**config.mk**
```make
export PLATFORM = sky130hd
export DESIGN_NAME = mda_text_engine
export DESIGN_NICKNAME = d
export VERILOG_FILES = /design/src/rtl/mda_text_engine.sv
export SDC_FILE = /design/constraint.sdc
export NUM_CORES = 1
export LEC_CHECK = 0
export CAP_MARGIN = 20
export CORE_MARGIN = 10
export CORE_UTILIZATION = 55
export DETAILED_ROUTE_END_ITERATION = 16
export GPL_TIMING_DRIVEN = 0
export PLACE_DENSITY = 0.84
export REMOVE_ABC_BUFFERS = 1
export SYNTH_ARGS = -nofsm -noshare
export SYNTH_HDL_FRONTEND = slang
export SYNTH_SLANG_ARGS = --single-unit
```
**constraint.sdc**
```tcl
create_clock -name clock -period 2.55 [get_ports clock]
set_input_delay 0.51 -clock clock [delete_from_list [all_inputs] [get_ports clock]]
set_output_delay 0.51 -clock clock [all_outputs]
set_load 0.05 [all_outputs]
```
**src/rtl/mda_text_engine.sv**
```systemverilog
// MDA text-mode display engine: counters -> text RAM -> font ROM -> attribute decode -> sync/video pins.
// Latency: 4 clocks from raw h/v counters to MDA_* outputs; frame_start is raw (undelayed).
// Backpressure: none; free-running pixel pipeline, one address per clock to each read port.
module mda_text_engine #(
   parameter int H_ACTIVE     = 720,
   parameter int H_SYNC_START = 731,
   parameter int H_SYNC_END   = 866,
   parameter int H_TOTAL      = 884,
   parameter int V_ACTIVE     = 350,
   parameter int V_SYNC_START = 349,
   parameter int V_SYNC_END   = 365,
   parameter int V_TOTAL      = 369,
   parameter int CELL_W       = 9,
   parameter int CELL_H       = 14,
   parameter int UL_LINE      = 12,
   parameter int COLS         = 80,
   parameter int ROWS         = 25,
   parameter int BLINK_FRAMES = 16,
   localparam int AW          = $clog2(COLS*ROWS),
   localparam int RW          = $clog2(ROWS),
   localparam int CW          = $clog2(COLS)
) (
   input  logic          clock,
   input  logic          rst_n,
   output logic [AW-1:0] text_addr,
   input  logic [15:0]   text_data,
   output logic [11:0]   font_addr,
   input  logic [7:0]    font_data,
   input  logic          cursor_en,
   input  logic [RW-1:0] cursor_row,
   input  logic [CW-1:0] cursor_col,
   input  logic [3:0]    cursor_start,
   input  logic [3:0]    cursor_end,
   output logic          MDA_HSYNC,
   output logic          MDA_VSYNC,
   output logic          MDA_DATA,
   output logic          MDA_INTENSITY,
   output logic          frame_start
);

   localparam int HW = $clog2(H_TOTAL);
   localparam int VW = $clog2(V_TOTAL);
   localparam int BW = $clog2(BLINK_FRAMES + 1);

   // Geometry must tile the active area exactly; cell fields are sized for 4-bit px/scanline.
   if (H_ACTIVE != COLS*CELL_W || V_ACTIVE != ROWS*CELL_H) begin : g_bad_geometry
      $error("mda_text_engine: active area does not match COLS*CELL_W x ROWS*CELL_H");
   end
   if (CELL_W < 8 || CELL_W > 16 || CELL_H > 16 || ROWS < 2 || COLS < 2 || BLINK_FRAMES < 2) begin : g_bad_limits
      $error("mda_text_engine: cell size, grid or blink period out of range");
   end

   // Stage 0 state
   logic          run_q;
   logic [HW-1:0] h_q, h_d;
   logic [VW-1:0] v_q, v_d;
   logic [3:0]    px_q, px_d;
   logic [CW-1:0] col_q, col_d;
   logic [3:0]    sl_q, sl_d;
   logic [RW-1:0] row_q, row_d;
   logic          act0, hs0, vs0, cur0;
   logic [AW-1:0] text_addr_d;

   // Stage 1..3 sideband and data
   logic [3:0] px1_q, sl1_q, px2_q, sl2_q, sl3_q;
   logic       act1_q, hs1_q, vs1_q, cur1_q;
   logic       act2_q, hs2_q, vs2_q, cur2_q, lg2_q;
   logic       act3_q, hs3_q, vs3_q, cur3_q, pix3_q;
   logic [7:0] attr2_q, attr3_q;
   logic       pix_d;

   // Blink state and stage 4 decode
   logic [BW-1:0] char_cnt_q, cur_cnt_q;
   logic          char_on_q, cur_on_q;
   logic [2:0]    fg, bg;
   logic          blank, data_d, inten_d;

   // Raw counters; run_q holds them at 0,0 for the first clock after reset so frame_start
   // appears exactly one clock after release.
   always_comb begin
      h_d   = h_q;
      v_d   = v_q;
      px_d  = px_q;
      col_d = col_q;
      sl_d  = sl_q;
      row_d = row_q;
      if (run_q) begin
         if (h_q == HW'(H_TOTAL-1)) begin
            h_d   = '0;
            px_d  = '0;
            col_d = '0;
            if (v_q == VW'(V_TOTAL-1)) begin
               v_d   = '0;
               sl_d  = '0;
               row_d = '0;
            end else begin
               v_d = v_q + 1'b1;
               if (v_q < VW'(V_ACTIVE)) begin
                  if (sl_q == 4'(CELL_H-1)) begin
                     sl_d = '0;
                     if (row_q != RW'(ROWS-1)) row_d = row_q + 1'b1;
                  end else begin
                     sl_d = sl_q + 1'b1;
                  end
               end
            end
         end else begin
            h_d = h_q + 1'b1;
            if (h_q < HW'(H_ACTIVE)) begin
               if (px_q == 4'(CELL_W-1)) begin
                  px_d = '0;
                  if (col_q != CW'(COLS-1)) col_d = col_q + 1'b1;
               end else begin
                  px_d = px_q + 1'b1;
               end
            end
         end
      end
   end

   // Stage 0 region/sync/cursor decode of the raw position
   always_comb begin
      act0 = run_q && (h_q < HW'(H_ACTIVE)) && (v_q < VW'(V_ACTIVE));
      hs0  = run_q && (h_q >= HW'(H_SYNC_START)) && (h_q < HW'(H_SYNC_END));
      vs0  = run_q && (v_q >= VW'(V_SYNC_START)) && (v_q < VW'(V_SYNC_END));
      cur0 = cursor_en && (row_q == cursor_row) && (col_q == cursor_col) &&
             (sl_q >= cursor_start) && (sl_q <= cursor_end);
      text_addr_d = AW'(row_q) * AW'(COLS) + AW'(col_q);
      frame_start = run_q && (h_q == '0) && (v_q == '0);
   end

   // Counter and run-flag registers
   always_ff @(posedge clock or negedge rst_n) begin
      if (!rst_n) begin
         run_q <= 1'b0;
         h_q   <= '0;
         v_q   <= '0;
         px_q  <= '0;
         col_q <= '0;
         sl_q  <= '0;
         row_q <= '0;
      end else begin
         run_q <= 1'b1;
         h_q   <= h_d;
         v_q   <= v_d;
         px_q  <= px_d;
         col_q <= col_d;
         sl_q  <= sl_d;
         row_q <= row_d;
      end
   end

   // Stage 3 pixel select; column 9 replicates bit 0 only for the 0xC0..0xDF line-graphics range
   always_comb begin
      if (px2_q < 4'd8) pix_d = font_data[~px2_q[2:0]];
      else              pix_d = lg2_q & font_data[0];
   end

   // Stage 4 attribute decode; cursor overrides everything, blanking overrides the cursor
   always_comb begin
      fg    = attr3_q[2:0];
      bg    = attr3_q[6:4];
      blank = attr3_q[7] & ~char_on_q;
      if ((attr3_q & 8'h77) == 8'h00)       data_d = 1'b0;
      else if (fg == 3'd0 && bg == 3'd7)    data_d = blank ? 1'b1 : ~pix3_q;
      else                                  data_d = ~blank & (pix3_q | (fg == 3'd1 && sl3_q == 4'(UL_LINE)));
      inten_d = attr3_q[3] & data_d;
      if (cur3_q && cur_on_q) begin
         data_d  = 1'b1;
         inten_d = 1'b1;
      end
      if (!act3_q) begin
         data_d  = 1'b0;
         inten_d = 1'b0;
      end
   end

   // Pixel pipeline: address to text RAM, then font ROM, then pixel, then registered pins
   always_ff @(posedge clock or negedge rst_n) begin
      if (!rst_n) begin
         text_addr <= '0;
         px1_q <= '0; sl1_q <= '0; act1_q <= 1'b0; hs1_q <= 1'b0; vs1_q <= 1'b0; cur1_q <= 1'b0;
         font_addr <= '0;
         attr2_q <= '0; lg2_q <= 1'b0;
         px2_q <= '0; sl2_q <= '0; act2_q <= 1'b0; hs2_q <= 1'b0; vs2_q <= 1'b0; cur2_q <= 1'b0;
         pix3_q <= 1'b0; attr3_q <= '0;
         sl3_q <= '0; act3_q <= 1'b0; hs3_q <= 1'b0; vs3_q <= 1'b0; cur3_q <= 1'b0;
         MDA_HSYNC     <= 1'b0;
         MDA_VSYNC     <= 1'b1;
         MDA_DATA      <= 1'b0;
         MDA_INTENSITY <= 1'b0;
      end else begin
         text_addr <= text_addr_d;
         px1_q <= px_q; sl1_q <= sl_q; act1_q <= act0; hs1_q <= hs0; vs1_q <= vs0; cur1_q <= cur0;
         font_addr <= {text_data[7:0], sl1_q};
         attr2_q   <= text_data[15:8];
         lg2_q     <= (text_data[7:5] == 3'b110);
         px2_q <= px1_q; sl2_q <= sl1_q; act2_q <= act1_q; hs2_q <= hs1_q; vs2_q <= vs1_q; cur2_q <= cur1_q;
         pix3_q  <= pix_d;
         attr3_q <= attr2_q;
         sl3_q <= sl2_q; act3_q <= act2_q; hs3_q <= hs2_q; vs3_q <= vs2_q; cur3_q <= cur2_q;
         MDA_HSYNC     <= hs3_q;
         MDA_VSYNC     <= ~vs3_q;
         MDA_DATA      <= data_d;
         MDA_INTENSITY <= inten_d;
      end
   end

   // Blink phases: a counter of frame starts since the last toggle; the first frame after
   // reset counts as frame 0 of an "on" half period.
   always_ff @(posedge clock or negedge rst_n) begin
      if (!rst_n) begin
         char_cnt_q <= '0;
         cur_cnt_q  <= '0;
         char_on_q  <= 1'b1;
         cur_on_q   <= 1'b1;
      end else if (frame_start) begin
         if (char_cnt_q == BW'(BLINK_FRAMES)) begin
            char_cnt_q <= BW'(1);
            char_on_q  <= ~char_on_q;
         end else begin
            char_cnt_q <= char_cnt_q + 1'b1;
         end
         if (cur_cnt_q == BW'(BLINK_FRAMES/2)) begin
            cur_cnt_q <= BW'(1);
            cur_on_q  <= ~cur_on_q;
         end else begin
            cur_cnt_q <= cur_cnt_q + 1'b1;
         end
      end
   end

endmodule

```
After elaboration in Yosys (flattened, before gate mapping)

Index checks and enable logic that the tools add are counted.

Shift operators: 0
Eq/ne operators: 14
$mul: 1
Muxes and demuxes: 28
Reduce and logical (&&, ||, !) cells: 32
Magnitude comparators: 10
Bitwise gates (word level): 11
Div/mod/pow operators: 0
Add/subtract/negate cells: 9

Operator list:

| cell                                                            | count |
|---|---|
| 5-bit 2-to-1 mux                                                | 6 |
| 7-bit 2-to-1 mux                                                | 4 |
| 4-bit 2-to-1 mux                                                | 6 |
| 10-bit < comparator, second input constant                      | 2 |
| 9-bit < comparator, second input constant                       | 2 |
| 5-bit by 1-bit adder with 5-bit output, second input constant   | 3 |
| 1-bit logical AND                                               | 15 |
| 4-bit equality test, second input constant                      | 3 |
| 2-bit nonzero test                                              | 6 |
| 11-bit by 7-bit adder with 11-bit output                        | 1 |
| 10-bit by 1-bit adder with 10-bit output, second input constant | 1 |
| 10-bit equality test, second input constant                     | 1 |
| 10-bit greater-or-equal comparator, second input constant       | 1 |
| 10-bit zero test                                                | 1 |
| 10-bit 2-to-1 mux                                               | 1 |
| 9-bit by 1-bit adder with 9-bit output, second input constant   | 1 |
| 9-bit equality test, second input constant                      | 1 |
| 9-bit greater-or-equal comparator, second input constant        | 1 |
| 9-bit zero test                                                 | 1 |
| 1-bit 2-to-1 mux                                                | 9 |
| 9-bit 2-to-1 mux                                                | 1 |
| 4-bit by 1-bit adder with 4-bit output, second input constant   | 2 |
| 8-bit zero test                                                 | 1 |
| 2-bit AND reduction                                             | 4 |
| other kinds (23)                                                | 31 |

Bits in latches: 0
Word-level logic and storage cells: 143
Input bits: 47
Memories: 0
Memory bits (writable): 0
Register bits: 129
Output and inout port bits: 28
Bits in read-only memories: 0

Logic depth before layout (Yosys ltp)

Gate-level depths: netlist of the first run.

Word-level depth: 9
Mapped depth: 8
Gate-level depth less buffers: 7

Worst setup path before layout of the first run

No wires, ideal clock.

Kind: register to register
Start point: register v_q[1]
End point: register cur_cnt_q[2]
Library setup time: 0.127 ns
Stages on the path, launching flop included: 8
Data arrival time: 2.788 ns
Setup slack: -0.365 ns
Clock period less this slack: 2.915 ns
Data required time: 2.423 ns
Buffers on the path: 0
Cells stage by stage: dfrtp_1 > inv_1 > ha_1 > nor3b_1 > nand4_1 > nor3_1 > nand2_1 > mux2_1

Word-level cells in the longest chain between the ends: 2

Ends and longest elaborated chain:

| element                | RTL line | text |
|---|---|---|
| from (decl)            | 56       | `logic [VW-1:0] v_q, v_d;` |
| from (signal assigned) | 145      | `v_q <= v_d;` |
| 9-bit zero test        | 129      | `frame_start = run_q && (h_q == '0) && (v_q == '0);` |
| 1-bit logical AND      | 129      |  |
| net frame_start        | 38       | `output logic frame_start` |
| to (signal assigned)   | 228      | `cur_cnt_q <= cur_cnt_q + 1'b1;` |
| to (decl)              | 73       | `logic [BW-1:0] char_cnt_q, cur_cnt_q;` |

The timed path passes the listed nets, and every way through them passes these cells.
A chain may end at the register's enable or synchronous reset.

Final worst setup path of the first run

Start point: register v_q[1]
End point: output frame_start

Word-level cells in the longest chain between the ends: 2

Ends and longest elaborated chain:

| element           | RTL line |
|---|---|
| 9-bit zero test   | 129 |
| 1-bit logical AND | 129 |
| to (decl)         | 38 |

Every way passes these cells.

==> impl_metrics.py, run 1 <==
metrics = {
    "status": {
        "outcome": "complete, but fails checks",
        "violations": "negative setup slack",
    },
    "sta": {
        "fin_ws_ns": -0.0461,
        "rsz0062_at_grt": "true",
        "hold_slack_ns": 0.346,
        "hold_viol": 0,
        "fin_crit_ns": 2.60,
        "worstMarginPinSlew_ns": 0.840,
        "fin_skew_ns": 0.0104,
        "fmax_ghz": 0.385,
        "max_slew_margin_pct": 43.6,
        "setup_viol": 1,
        "fin_crit_sh_pct": 102,
        "slew_violations": 0,
    },
    "floorplanning": {
        "start_util_pct": 55.9,
        "rows": 37,
        "die_w_um": 122,
        "coreArea_um2": 10200,
        "ios": 75,
        "dieArea_um2": 14800,
        "fp.dieH_um": 122,
    },
    "cts": {
        "cts_buffer_depth": 2,
        "cts_tree": "yes",
        "cts_root_buf": "clkbuf_8",
        "path_clk_slew_ns": 0.06,
        "htreeDepth": 4,
        "cts_made_buffers": 17,
        "clk_latency_ns": 0.53,
        "clock-sinks": 125,
    },
    "global_route": {
        "grt.total_usage_pct": 19.0,
        "grt_pass1_vias": 4552,
        "grt_max_degree": 85,
        "antenna_found_initial": 0,
        "grt_overflow": 0,
        "grt_pass1_wl_um": 22300,
    },
    "power_and_ir_drop": {
        "p_comb_share_pct": 15.5,
        "p_leak_nw": 3.34,
        "clock_power_share_pct": 42.7,
        "p_int_mw": 4.35,
        "seq_power_share_pct": 41.8,
        "switchingPower_mw": 1.66,
        "p_sw_share_pct": 27.7,
        "irDropWorstVdd_mv": 0.469,
        "p_per_area_nw_per_um2": 817,
    },
    "critical_path": {
        "cp_max_fo": 4,
        "endpoint_kind": "primary output",
        "rr_worst_depth": 5,
        "critical-path-max-stage-delay_ns": 0.42,
        "crit_required_ns": 2.04,
        "arrival_ns": 2.09,
        "rrSetupSlack_ns": 0.15,
        "path_cells": "inv_2 -> ha_4 -> nor3b_4 -> nand4_1 -> nor3_4 -> buf_6",
        "crit_slowest_cell": "dfrtp_1",
        "start_kind": "register",
        "r2r-end": "sl_q[0]",
        "criticalPathCategory": "register to primary output",
        "reg2reg_from": "h_q[8]",
    },
    "synthesis": {
        "synth-edff-count": 0,
        "ys_seq_area_share_pct": 55.0,
        "async_flop_share_pct": 100,
        "synth_top_cell_area_share_pct": 53.6,
        "synth_top_area_cell": "dfrtp_1",
        "synth.most_common_cell": "dfrtp_1",
        "yosys-top-cells-area": "dfrtp_1 (54%), ha_1 (7.3%), nand2_1 (3.0%)",
        "synthFlopType": "dfrtp_1",
        "post_synth_most_frequent_cells": "dfrtp_1 (122), nand2_1 (46), ha_1 (33)",
        "synthesis.area_um2": 5690,
        "yosysUniqueCellTypes": 67,
        "synth_seq_cells": 125,
        "netlist_instances": 510,
        "yosysWarningCount": 0,
        "synth_area_per_cell_um2": 11.2,
    },
    "cells_and_area": {
        "area_delta_synth_final_pct": 29.3,
        "final_core_util_pct": 72.3,
        "layout.nets": 680,
        "n_antenna_cell": 0,
        "drive_above_1_share_pct": 12.6,
    },
    "detailed_routing": {
        "ant_nets": 0,
        "via_per_inst": 5.83,
        "post_drt_wl_per_cell_um": 18.3,
        "vias": 4356,
        "totalWireLength_um": 13700,
        "drc": 0,
        "drtIter0Drc": 372,
        "dr.pass1.iters": 5,
    },
    "place": {
        "io_buffers": 74,
        "hpwl_um": 8880,
        "place.gp.congestion": 0.921,
    },
    "flow_run": {
        "cap_violations": 0,
    },
    "min_path": {
        "whs_path_depth": 0,
        "hold_end": "attr3_q[2]",
        "min-delay-path-class": "register to register",
        "hp-start": "attr2_q[2]",
    },
}
==> kinds of logic (layout without fill, tap and decap cells) <==
group	count (synthesis)	in the layout	share of synthesized area, %
adder cells (fa/ha/maj)	35	35	7.96
AO/OA/AOI/OAI	106	106	12.3
XOR/XNOR	29	29	4.46
other	1	1	0.0659
flip-flops	125	125	55.0
buffers and inverters	44	145	3.19
multiplexers	6	6	1.56
AND/OR/NAND/NOR	164	164	15.5
==> metal layers <==
metal,up-vias,track usage [%],wire length [um],part of all wire (%)
met1,2128,22.7,5600,41
li1,2005,-,-,-
met5,-,0,0,0
met3,31,5.23,1010,7.4
met4,0,8.35,297,2.2
met2,192,31.5,6740,49
==> layout by cell type (no fill, tap or decap), drive strengths merged, types with 7 or more instances in the layout <==
cell	netlist	final
o21ai	39	39
clkinv	0	7
clkdlybuf4s50	0	72
xnor2	15	15
nor4	9	9
o31ai	10	10
buf	6	13
nand3	22	22
ha	33	33
nor3	16	16
xor2	14	14
clkbuf	11	18
nor2	22	22
nand4	16	16
dfrtp	122	122
inv	27	27
and3	7	7
a21oi	19	19
nand2	47	47
==> worst max-delay path by stage <==
stage / slack, ns / to / start / cells after the start
final: -0.05 / frame_start / v_q[1] / 6
after global routing: -0.12 / frame_start / v_q[1] / 6
after CTS: -0.07 / frame_start / v_q[0] / 6
after detailed placement: -0.63 / frame_start / v_q[1] / 6
after global placement: -3.60 / text_addr[7] / rst_n / 1
after floorplan: -0.37 / cur_cnt_q[2] / v_q[1] / 7
==> cell type report <==
type	count	area, um2
Timing Repair Buffer	86	853
Clock inverter	14	219
Fill cell	690	2820
Clock buffer	18	418
Multi-Input combinational cell	341	2460
Inverter	27	104
Tap cell	136	170
Sequential cell	125	3140
==> what timing repair did <==
action / in CTS / in global routing
cloned: 0 / 0
pin swaps: 2 / 2
buffers inserted: 2 / 6
endpoints found under the setup margin: 4 / 6
endpoints found under the hold margin: 38 / 0
hold buffers: 1 / 0
resized for setup: 21 / 10
==> critical path: cells and delay by family (launching register included) <==
kind	cells	cell delay, ns
and+or+nand+nor	3	0.68
DFF	1	0.42
buffers and inverters	2	0.32
adders and majority gates	1	0.14
==> flip-flops by register name, indices dropped and copies added, names as in the netlist, 3 cells and up <==
signal and cells:
attr2_q 8, attr3_q 8, char_cnt_q 5, col_q 7, cur_cnt_q 5, font_addr 9
h_q 10, px1_q 4, px2_q 4, px_q 4, row_q 5, sl1_q 4
sl2_q 3, sl3_q 4, sl_q 4, text_addr 11, v_q 9
==> stage by stage <==
stage / worst slack [ns] / total power [mW] / setup TNS, ns / std cells / area, um2
2_1_floorplan: -0.365 / 3.03 / -0.827 / 493 / 5610
4_1_cts: -0.0673 / 6.02 / -0.0673 / 740 / 7280
6_report: -0.0461 / 6.01 / -0.0461 / 747 / 7360
3_3_place_gp: -3.60 / 3.32 / -445.89 / 703 / 6520
5_1_grt: -0.120 / 6.27 / -0.120 / 747 / 7360
3_5_place_dp: -0.633 / 3.39 / -0.753 / 705 / 6560
==> power by group through the flow <==
stage	Clock (mW)	Sequential (mW)	Combinational, mW
after floorplan	0	2.55	0.477
after global placement	0	2.51	0.811
after detailed placement	0	2.53	0.861
after CTS	2.60	2.50	0.917
after global routing	2.70	2.55	1.03
final	2.57	2.51	0.933
(Power assumes the default switching activity.)
==> run 2, diff against run 1 <==
- CTS_CLUSTER_DIAMETER: default -> 100
==> results of run 2 <==
No change in the layout: final DEF, timing and power equal those of run 1.
==> run 3, diff against run 2 <==
- CORE_UTILIZATION: 55 -> 35
- PLACE_DENSITY: 0.84 -> default
- PLACE_DENSITY_LB_ADDON: default -> 0.08
==> run 3 against run 2 <==
Critical endpoint unchanged. Sequential power about the same. Non-clock buffer count shrank 2. The run still ends with negative setup slack left. Combinational power down 5.0%. Register-to-register slack improved by 0.09 ns. Clock power is 11% lower. Core utilization shrank 26 points. Sequential share of layout area barely moved.
==> impl_metrics.py, run 3 (synthesis gave the netlist of run 1 again) <==
metrics = {
    "status": {
        "outcome": "complete, but fails checks",
        "violations": "negative setup slack",
    },
    "critical_path": {
        "crit_required_ns": 2.04,
        "start_kind": "register",
        "endpoint_kind": "primary output",
        "path_cells": "inv_1 -> ha_2 -> nor4b_4 -> nand4_1 -> nor3_4 -> buf_6",
        "critical-path-max-stage-delay_ns": 0.41,
        "cp_max_fo": 4,
        "crit_slowest_cell": "dfrtp_1",
        "arrival_ns": 2.04,
        "criticalPathCategory": "register to primary output",
    },
    "global_route": {
        "grt_pass1_vias": 4188,
        "grt_pass1_wl_um": 21800,
        "antenna_found_initial": 0,
        "grt_overflow": 0,
        "grt.total_usage_pct": 12.4,
        "grt_max_degree": 101,
    },
    "place": {
        "place_inst": 784,
        "hpwl_um": 8920,
        "place.gp.congestion": 0.835,
        "pre_cts_slack_ns": -0.706,
        "io_buffers": 74,
    },
    "sta": {
        "fin_crit_ns": 2.55,
        "worstMarginPinSlew_ns": 0.822,
        "fin_ws_ns": -0.00424,
        "slew_violations": 0,
        "fmax_ghz": 0.392,
        "fin_setup_tns_ns": -0.00424,
        "rsz0062_at_grt": "true",
        "max_slew_margin_pct": 44.8,
        "fin_skew_ns": 0.0102,
        "fin_crit_sh_pct": 100,
        "hold_viol": 0,
        "setup_viol": 1,
    },
    "detailed_routing": {
        "drtIter0Drc": 207,
        "dr.pass1.iters": 5,
        "vias": 4114,
        "drc": 0,
        "via_per_inst": 4.99,
        "ant_nets": 0,
        "totalWireLength_um": 12900,
        "post_drt_wl_per_cell_um": 15.6,
    },
    "cells_and_area": {
        "layout_common_cells": "dfrtp_1 (121), clkdlybuf4s50_1 (72), nand2_1 (45)",
        "top_regs": "text_addr: 11 flops, h_q: 10 flops",
        "largest_register_ffs": 11,
        "finalNonFillerCells": 825,
        "area_delta_synth_final_pct": 29.2,
        "n_antenna_cell": 0,
        "n_fill_cell": 1495,
        "drive_above_1_share_pct": 11.3,
        "regMostFlops": "text_addr",
        "final_common_cell": "dfrtp_1",
        "layout.nets": 678,
    },
    "power_and_ir_drop": {
        "p_int_mw": 4.04,
        "irDropWorstVdd_mv": 0.502,
        "clock_power_share_pct": 40.5,
        "p_comb_share_pct": 15.6,
        "p_per_area_nw_per_um2": 773,
        "p_leak_nw": 3.32,
        "switchingPower_mw": 1.64,
        "seq_power_share_pct": 43.9,
        "p_sw_share_pct": 28.9,
    },
    "cts": {
        "clock-sinks": 125,
        "clk_latency_ns": 0.42,
        "path_clk_slew_ns": 0.06,
        "cts_made_buffers": 17,
        "cts_buffer_depth": 2,
        "cts_root_buf": "clkbuf_16",
        "cts_tree": "yes",
        "htreeDepth": 4,
    },
    "floorplanning": {
        "start_util_pct": 35.8,
        "fp.dieH_um": 148,
        "die_w_um": 148,
        "dieArea_um2": 21800,
        "ios": 75,
        "coreArea_um2": 15900,
        "rows": 46,
    },
    "flow_run": {
        "cap_violations": 0,
    },
    "min_path": {
        "min-delay-path-class": "register to register",
    },
}
[run 3: path summary, 6_finish.rpt]
check | start | endpoint | slack, ns | cells past startpoint
setup / recovery | h_q[0] | frame_start | -0.004 | 6
hold / removal | hs3_q | MDA_HSYNC | 0.35 | 0
setup reg to reg | row_q[1] | text_addr[10] | 0.24 | 7
hold reg to reg | hs3_q | MDA_HSYNC | 0.35 | 0
max in group asynchronous | rst_n | run_q | 1.24 | 3
min in group asynchronous | rst_n | font_addr[7] | 0.52 | 2
[run 3: repair_timing]
action                                  in CTS  in global routing
hold buffers                                 1                  0
endpoints found under the hold margin       25                  0
endpoints found under the setup margin       9                  6
resized for setup                           14                  8
buffers inserted                             0                  7
pin swaps                                    1                  3
cloned                                       0                  0
[run 3: per-stage QoR]
stage / hold WS (ns) / utilization (%) / total power [mW] / instance area, um2
CTS: 0.348 / 45.7 / 5.74 / 7270
global placement: 0.332 / 41.7 / 3.35 / 6620
finish: 0.345 / 46.3 / 5.69 / 7350
floorplan: 0.214 / - / 3.03 / 5610
detailed placement: 0.335 / 41.9 / 3.38 / 6660
global route: 0.349 / 46.3 / 6.00 / 7350
[run 3: area by class of cell]
cell class              count  area (um2)  share of cell area [%]
clock buffers              20         457                    6.21
clock inverters            12         111                    1.51
inverters                  27         101                    1.38
multi-input cells         341        2440                    33.2
flip-flops and latches    125        3130                    42.6
well taps                 216         270                    3.67
repair buffers             84         838                    11.4
[run 3: routing by layer]
layer / vias up / GRT usage (%) / wire length [um]
li1: 2005 / - / -
met1: 1991 / 16.4 / 6220
met2: 104 / 18.1 / 5830
met3: 14 / 4.15 / 623
met4: 0 / 5.15 / 196
met5: - / 0 / 0
[run 3: critical path, delay by kind of cell (launching register included)]
family / cells / cell delay [ns]
AND/OR/NAND/NOR: 3 / 0.70
flip-flops: 1 / 0.41
buffers and inverters: 2 / 0.31
adder cells (fa/ha/maj): 1 / 0.20
[run 3: power groups by stage]
stage	combinational, mW	clock (mW)	sequential (mW)
global placement	0.828	0	2.52
detailed placement	0.855	0	2.53
finish	0.886	2.30	2.50
CTS	0.874	2.37	2.50
floorplan	0.477	0	2.55
global route	0.985	2.47	2.54
